**config.mk**
```make
export PLATFORM = sky130hd
export DESIGN_NAME = alu_op_sequencer
export DESIGN_NICKNAME = d
export VERILOG_FILES = /design/src/rtl/alu_pkg.sv /design/src/rtl/alu_op_sequencer.sv
export SDC_FILE = /design/constraint.sdc
export NUM_CORES = 1
export LEC_CHECK = 0
export ABC_CLOCK_PERIOD_IN_PS = 1600
export BUFFER_PORTS_ARGS = -buffer_cell sky130_fd_sc_hd__buf_2
export CELL_PAD_IN_SITES_DETAIL_PLACEMENT = 1
export CELL_PAD_IN_SITES_GLOBAL_PLACEMENT = 1
export CORE_MARGIN = 2
export CORE_UTILIZATION = 33
export CTS_BUF_LIST = sky130_fd_sc_hd__clkbuf_4 sky130_fd_sc_hd__clkbuf_8 sky130_fd_sc_hd__clkbuf_16
export CTS_CLUSTER_DIAMETER = 60
export DETAILED_ROUTE_END_ITERATION = 7
export PLACE_DENSITY = 0.86
export SYNTH_ARGS = -nofsm -noshare
export SYNTH_HDL_FRONTEND = slang
export SYNTH_SLANG_ARGS = --single-unit
```
**constraint.sdc**
```tcl
create_clock -name clk -period 1.6 [get_ports clk]
set_input_delay 0.24 -clock clk [delete_from_list [all_inputs] [get_ports clk]]
set_output_delay 0.24 -clock clk [all_outputs]
set_load 0.05 [all_outputs]
```
**src/rtl/alu_pkg.sv**
```systemverilog
// Shared definitions for the 8-bit ALU and its command sequencer:
//   alu_op_t    - ALU opcode encoding (0 and 10..15 are illegal)
//   flags_t     - captured {N,Z,C,V} flag bundle
//   seq_state_t - sequencer FSM states
//   is_legal_op - opcode legality check (divide-by-zero is checked separately)
package alu_pkg;

   typedef enum logic [3:0] {
      OP_ADD = 4'd1,
      OP_SUB = 4'd2,
      OP_MUL = 4'd3,
      OP_DIV = 4'd4,
      OP_AND = 4'd5,
      OP_OR  = 4'd6,
      OP_XOR = 4'd7,
      OP_SHL = 4'd8,
      OP_SHR = 4'd9
   } alu_op_t;

   typedef struct packed {
      logic n;
      logic z;
      logic c;
      logic v;
   } flags_t;

   typedef enum logic [2:0] {
      ST_IDLE    = 3'd0,
      ST_SETUP   = 3'd1,
      ST_STROBE  = 3'd2,
      ST_SETTLE  = 3'd3,
      ST_CAPTURE = 3'd4,
      ST_RESP    = 3'd5
   } seq_state_t;

   // True for opcodes the ALU implements.
   function automatic logic is_legal_op(input logic [3:0] op);
      return (op >= 4'(OP_ADD)) && (op <= 4'(OP_SHR));
   endfunction

endpackage

```
**src/rtl/alu_op_sequencer.sv**
```systemverilog
// Command-side driver for the ALU. Accepts one operation per cmd handshake,
// drives registered operands/opcode, raises a clean start strobe, waits
// SETTLE_CYC cycles, captures result + NZCV and returns them on the rsp channel.
// Ports:
//   clk, rst                      clock, synchronous active-high reset
//   cmd_valid/cmd_ready           command handshake; cmd_op/cmd_a/cmd_b payload
//   alu_a/alu_b/alu_op/alu_start  registered drive to the ALU
//   alu_result, alu_n/z/c/v       ALU outputs
//   rsp_valid/rsp_ready           response handshake; rsp_result/rsp_flags/rsp_err payload
//   op_count                      responses accepted since reset (wrapping)
module alu_op_sequencer
   import alu_pkg::*;
#(
   parameter int unsigned WIDTH      = 8,
   parameter int unsigned SETTLE_CYC = 2,
   parameter int unsigned CNT_W      = 16
) (
   input  logic             clk,
   input  logic             rst,
   input  logic             cmd_valid,
   output logic             cmd_ready,
   input  logic [3:0]       cmd_op,
   input  logic [WIDTH-1:0] cmd_a,
   input  logic [WIDTH-1:0] cmd_b,
   output logic [WIDTH-1:0] alu_a,
   output logic [WIDTH-1:0] alu_b,
   output logic [3:0]       alu_op,
   output logic             alu_start,
   input  logic [WIDTH-1:0] alu_result,
   input  logic             alu_n,
   input  logic             alu_z,
   input  logic             alu_c,
   input  logic             alu_v,
   output logic             rsp_valid,
   input  logic             rsp_ready,
   output logic [WIDTH-1:0] rsp_result,
   output logic [3:0]       rsp_flags,
   output logic             rsp_err,
   output logic [CNT_W-1:0] op_count
);

   localparam int unsigned SET_W = (SETTLE_CYC > 1) ? $clog2(SETTLE_CYC) : 1;

   seq_state_t       state_q, state_d;
   logic [SET_W-1:0] settle_q, settle_d;
   logic             cmd_ready_d;
   logic [WIDTH-1:0] alu_a_d, alu_b_d;
   logic [3:0]       alu_op_d;
   logic             alu_start_d;
   logic             rsp_valid_d;
   logic [WIDTH-1:0] rsp_result_d;
   flags_t           rsp_flags_d;
   logic             rsp_err_d;
   logic [CNT_W-1:0] op_count_d;
   logic             cmd_ok_c;

   // A command is executed only if the opcode exists and is not a divide by zero.
   assign cmd_ok_c = is_legal_op(cmd_op) && !((cmd_op == 4'(OP_DIV)) && (cmd_b == '0));

   // State and output registers.
   always_ff @(posedge clk) begin
      if (rst) begin
         state_q    <= ST_IDLE;
         settle_q   <= '0;
         cmd_ready  <= 1'b1;
         alu_a      <= '0;
         alu_b      <= '0;
         alu_op     <= '0;
         alu_start  <= 1'b0;
         rsp_valid  <= 1'b0;
         rsp_result <= '0;
         rsp_flags  <= '0;
         rsp_err    <= 1'b0;
         op_count   <= '0;
      end else begin
         state_q    <= state_d;
         settle_q   <= settle_d;
         cmd_ready  <= cmd_ready_d;
         alu_a      <= alu_a_d;
         alu_b      <= alu_b_d;
         alu_op     <= alu_op_d;
         alu_start  <= alu_start_d;
         rsp_valid  <= rsp_valid_d;
         rsp_result <= rsp_result_d;
         rsp_flags  <= rsp_flags_d;
         rsp_err    <= rsp_err_d;
         op_count   <= op_count_d;
      end
   end

   // Next-state and next-output logic; every register holds by default.
   always_comb begin
      state_d      = state_q;
      settle_d     = settle_q;
      cmd_ready_d  = cmd_ready;
      alu_a_d      = alu_a;
      alu_b_d      = alu_b;
      alu_op_d     = alu_op;
      alu_start_d  = alu_start;
      rsp_valid_d  = rsp_valid;
      rsp_result_d = rsp_result;
      rsp_flags_d  = rsp_flags;
      rsp_err_d    = rsp_err;
      op_count_d   = op_count;

      case (state_q)
         ST_IDLE: begin
            if (cmd_valid && cmd_ready) begin
               cmd_ready_d = 1'b0;
               if (cmd_ok_c) begin
                  // Operands land while start is still low, so the ALU sees a clean edge.
                  alu_a_d     = cmd_a;
                  alu_b_d     = cmd_b;
                  alu_op_d    = cmd_op;
                  alu_start_d = 1'b0;
                  state_d     = ST_SETUP;
               end else begin
                  // Rejected command: answer immediately, leave the ALU alone.
                  rsp_result_d = '0;
                  rsp_flags_d  = '0;
                  rsp_err_d    = 1'b1;
                  rsp_valid_d  = 1'b1;
                  state_d      = ST_RESP;
               end
            end
         end
         ST_SETUP: begin
            alu_start_d = 1'b1;
            state_d     = ST_STROBE;
         end
         ST_STROBE: begin
            settle_d = SET_W'(SETTLE_CYC - 1);
            state_d  = ST_SETTLE;
         end
         ST_SETTLE: begin
            if (settle_q == '0) begin
               // Sample while start is still high, i.e. while the ALU output is valid.
               rsp_result_d = alu_result;
               rsp_flags_d  = '{n: alu_n, z: alu_z, c: alu_c, v: alu_v};
               rsp_err_d    = 1'b0;
               alu_start_d  = 1'b0;
               state_d      = ST_CAPTURE;
            end else begin
               settle_d = settle_q - SET_W'(1);
            end
         end
         ST_CAPTURE: begin
            rsp_valid_d = 1'b1;
            state_d     = ST_RESP;
         end
         ST_RESP: begin
            if (rsp_ready) begin
               rsp_valid_d = 1'b0;
               op_count_d  = op_count + CNT_W'(1);
               cmd_ready_d = 1'b1;
               state_d     = ST_IDLE;
            end
         end
         default: begin
            alu_start_d = 1'b0;
            rsp_valid_d = 1'b0;
            cmd_ready_d = 1'b1;
            state_d     = ST_IDLE;
         end
      endcase
   end

endmodule

```
==> summary.md <==
| Metric | Value |
|---|---|
| Status | complete, no violations |
| Placed standard-cell area | 0.00340 sq mm |
| CP delay by family, top | simple AND/OR/NAND/NOR gates |
| Hold Buf Count CTS | 0 |
| Post-route cell area | 0.00358 sq mm |
| Compound-Gate Fraction of Synth Area | 0.104 |
| Post-synthesis mux area share | 0.0828 |
| Largest net degree at the start of global routing | 28 |
| WP data arrival | 1800 ps |
| DRC Markers | 0 |
| Largest family of logic cells by synthesized area | simple AND/OR/NAND/NOR gates |
| Peak VDD IR | about 0.56 mV |
| Die H | 94.6 um |
| Final setup violation count | 0 |
| First-pass GRT wire length | 12.5 mm |
| IO Pins | 88 |
| Filler Cell Count | 1015 |
| Total congestion overflow | 0 |
| Max Fclk | 0.644 GHz |
| Worst min path class | input port to flip-flop |
| Seq cells post-synth | 56 |
| Mapped Cells | 305 |
| Starting DRT DRC Count | 56 |
| Final min period | 1550 ps |
| Core area | 0.00809 sq mm |
| Post-synth EDFFs | 0 |
| Full die area | 0.00894 sq mm |
| Area growth from synthesis to layout | 32.4% |
| Number of buffers and inverters on the critical path | 0 |
| Worst-path fanout max | 5 |
| Synth async-reset ratio | 0 |
| Placed insts | 501 |
| Drt pass-1 iters | 4 |
| Register area share after synthesis | 0.414 |
| Worst Tran Pin Value | 407 ps |
| Synth Area in Simple Gates | 0.316 |
| CTS H-tree lvls | 2 |
| M1 GR Usage | 0.200 |
| Clock-pin slew of the registers on the worst-case setup and hold paths | 100 ps |
| Met3 Use GR | 0.0271 |
| Setup crit end kind | flip-flop |
| Clock Sinks | 56 |
| GRT met2 Usage | 0.330 |
| Worst rel slew slack | 0.729 |
| Layer with the highest usage | met2 |
| Post-Layout Cell Count | 515 |
| Synth warn | 0 |
| Placer Congestion | 0.806 |
| Most frequent cells in the layout | buf_2, nand2b_1, dfxtp_1, buf_4, mux2i_1 |
| Std-Cell Rows | 33 |
| Pwr/cell area | 1170 mW/mm^2 |
| Crit Path Class | flip-flop to flip-flop |
| Routed vias | 2629 |
| Clk root buf | clkbuf_8 |
| Inserted Clock Buffers | 5 |
| WL/cell | 15.2 um |
| Most used flip-flop cell after synthesis | dfxtp_1 |
| Layout cells sized above 1 | 0.388 |
| CP required | 1850 ps |
| Vias in the first global route | 2680 |
| Worst R2R Setup Slack | between 40 and 50 ps |
| Layout Nets | 446 |
| Synthesized area | 0.00271 sq mm |
| Pins Over Slew Limit | 0 |
| Commonest non-fill, non-tap cell in the layout | buf_2 |
| Final Hold Fails | 0 |
| Post-DRT Antenna Nets | 0 |
| Crit start category | flip-flop |
| Distinct cells, synth | 42 |
| Slowest CP cell | or4_1 |
| Tcrit/Tclk final | 0.970 |
| Clock Latency Late Sink | around 300 ps |
| GRT Total Usage | 0.174 |
| Crit-path cells | nand4_1 -> or2_2 -> or4_1 -> a21oi_1 |
| Vias/cell | 5.10 |
| Clk_skew | 4.43 ps |
| Routed wire length | 7.81 mm |
| P_leak | 1.51 nW |
| Maxcap violations | 0 |
| Die X | about 95 um |
| Initial Util | 0.334 |
| Initial antenna violation count | 0 |
| Xor and xnor area share after synthesis | 0.0291 |
| I/O Buffers | 87 |
| ANT cells | 0 |
| Final HPWL DP | 5.86 mm |
| Adder-cell share of the synthesized area | 0.00462 |
| Critical Path Max Stage Delay | around 510 ps |
| CTS tree | done |
| Clk buf depth | 2 |
| Syn nets | 342 |
| Synthesized area per cell | 8.87 sq um |
power breakdown:
part	leakage, nW	switching [mW]	internal, mW
combinational	0.999	1.10	0.577
sequential	0.465	0.135	1.57
clock	0.0434	0.467	0.352
total	1.51	1.70	2.50
cell usage after synthesis (2+ instances only):
| library cell | number | area, sq um |
|---|---|---|
| dfxtp_1 | 56 | 1120 |
| nand2b_1 | 43 | 269 |
| mux2i_1 | 21 | 210 |
| nand2_1 | 21 | 78.8 |
| nand3_1 | 19 | 95.1 |
| nor2_1 | 19 | 71.3 |
| clkbuf_1 | 16 | 60.1 |
| a21oi_1 | 15 | 75.1 |
| nand4_1 | 15 | 93.8 |
| a31oi_1 | 12 | 75.1 |
| o21ai_0 | 6 | 30.0 |
| and3_1 | 5 | 31.3 |
| xor2_1 | 5 | 43.8 |
| buf_6 | 4 | 45.0 |
| xnor2_1 | 4 | 35.0 |
| a211o_1 | 3 | 26.3 |
| buf_2 | 3 | 15.0 |
| inv_1 | 3 | 11.3 |
| o31ai_1 | 3 | 22.5 |
| or3_1 | 3 | 18.8 |
| or4_1 | 3 | 22.5 |
| and4_1 | 2 | 17.5 |
| and4b_1 | 2 | 20.0 |
| nand3b_1 | 2 | 15.0 |
| nor2b_1 | 2 | 12.5 |
| o21a_1 | 2 | 15.0 |
final cells by class:
| class | count | area [sq um] | share of cell area |
|---|---|---|---|
| Clock buffer | 6 | 82.6 | 0.0230 |
| Clock inverter | 2 | 15.0 | 0.00419 |
| Inverter | 3 | 11.3 | 0.00314 |
| Multi-Input combinational cell | 223 | 1480 | 0.414 |
| Sequential cell | 56 | 1160 | 0.324 |
| Tap cell | 105 | 131 | 0.0367 |
| Timing Repair Buffer | 120 | 699 | 0.195 |
metrics by stage:
stage | power, mW | worst slack [ps] | TNS (ps) | util | hold WS (ps)
after CTS | 4.25 | 28.5 | 0 | 0.433 | 155
after global routing | 4.49 | -22.5 | -35.2 | 0.443 | 165
after detailed placement | 3.41 | -16.7 | -16.7 | 0.421 | 452
after floorplan | 2.90 | 0.787 | 0 | - | 390
after global placement | 3.34 | 67.4 | 0 | 0.421 | 448
final | 4.20 | 48.2 | 0 | 0.443 | 173
sequential cells by signal, summed over array words and instances, names as in the netlist:
signal      flops
cmd_ready       1
rsp_flags       4
rsp_result      8
alu_b           8
state_q         3
alu_op          4
rsp_err         1
settle_q        1
op_count       16
rsp_valid       1
alu_start       1
alu_a           8
tightest hold or removal path: cells and delay by family:
kind / cells / cell delay (ps)
buffers and inverters: 1 / 90
AOI/OAI and AO/OA: 1 / 60
and+or+nand+nor: 1 / 50
layer usage:
layer / part of all wire / wire, um / vias to the layer above
met2: 0.53 / 4160 / 53
met3: 0.029 / 229 / 9
li1: - / - / 1283
met4: 0.014 / 111 / 0
met5: 0 / 0 / -
met1: 0.42 / 3310 / 1284
path summary, 6_finish.rpt:
| kind | startpoint | end | depth (start not counted) |
|---|---|---|---|
| setup / recovery | op_count[12] | op_count[15] | 4 |
| hold / removal | alu_result[4] | rsp_result[4] | 3 |
| setup reg to reg | op_count[12] | op_count[15] | 4 |
| hold reg to reg | rsp_err | rsp_err | 1 |
what timing repair did:
action	CTS	global route
hold endpoints to repair	0	0
endpoints found under the setup margin	0	5
setup buffers	0	6
gates resized for setup	0	11
kinds of logic after synthesis:
group                      after synthesis
adders and majority gates                1
DFF                                     56
xor gates and xnor gates                 9
buffers and inverters                   26
AOI/OAI and AO/OA                       46
muxes                                   22
and+or+nand+nor                        145
No activity file was read; power rests on OpenSTA's default activity.
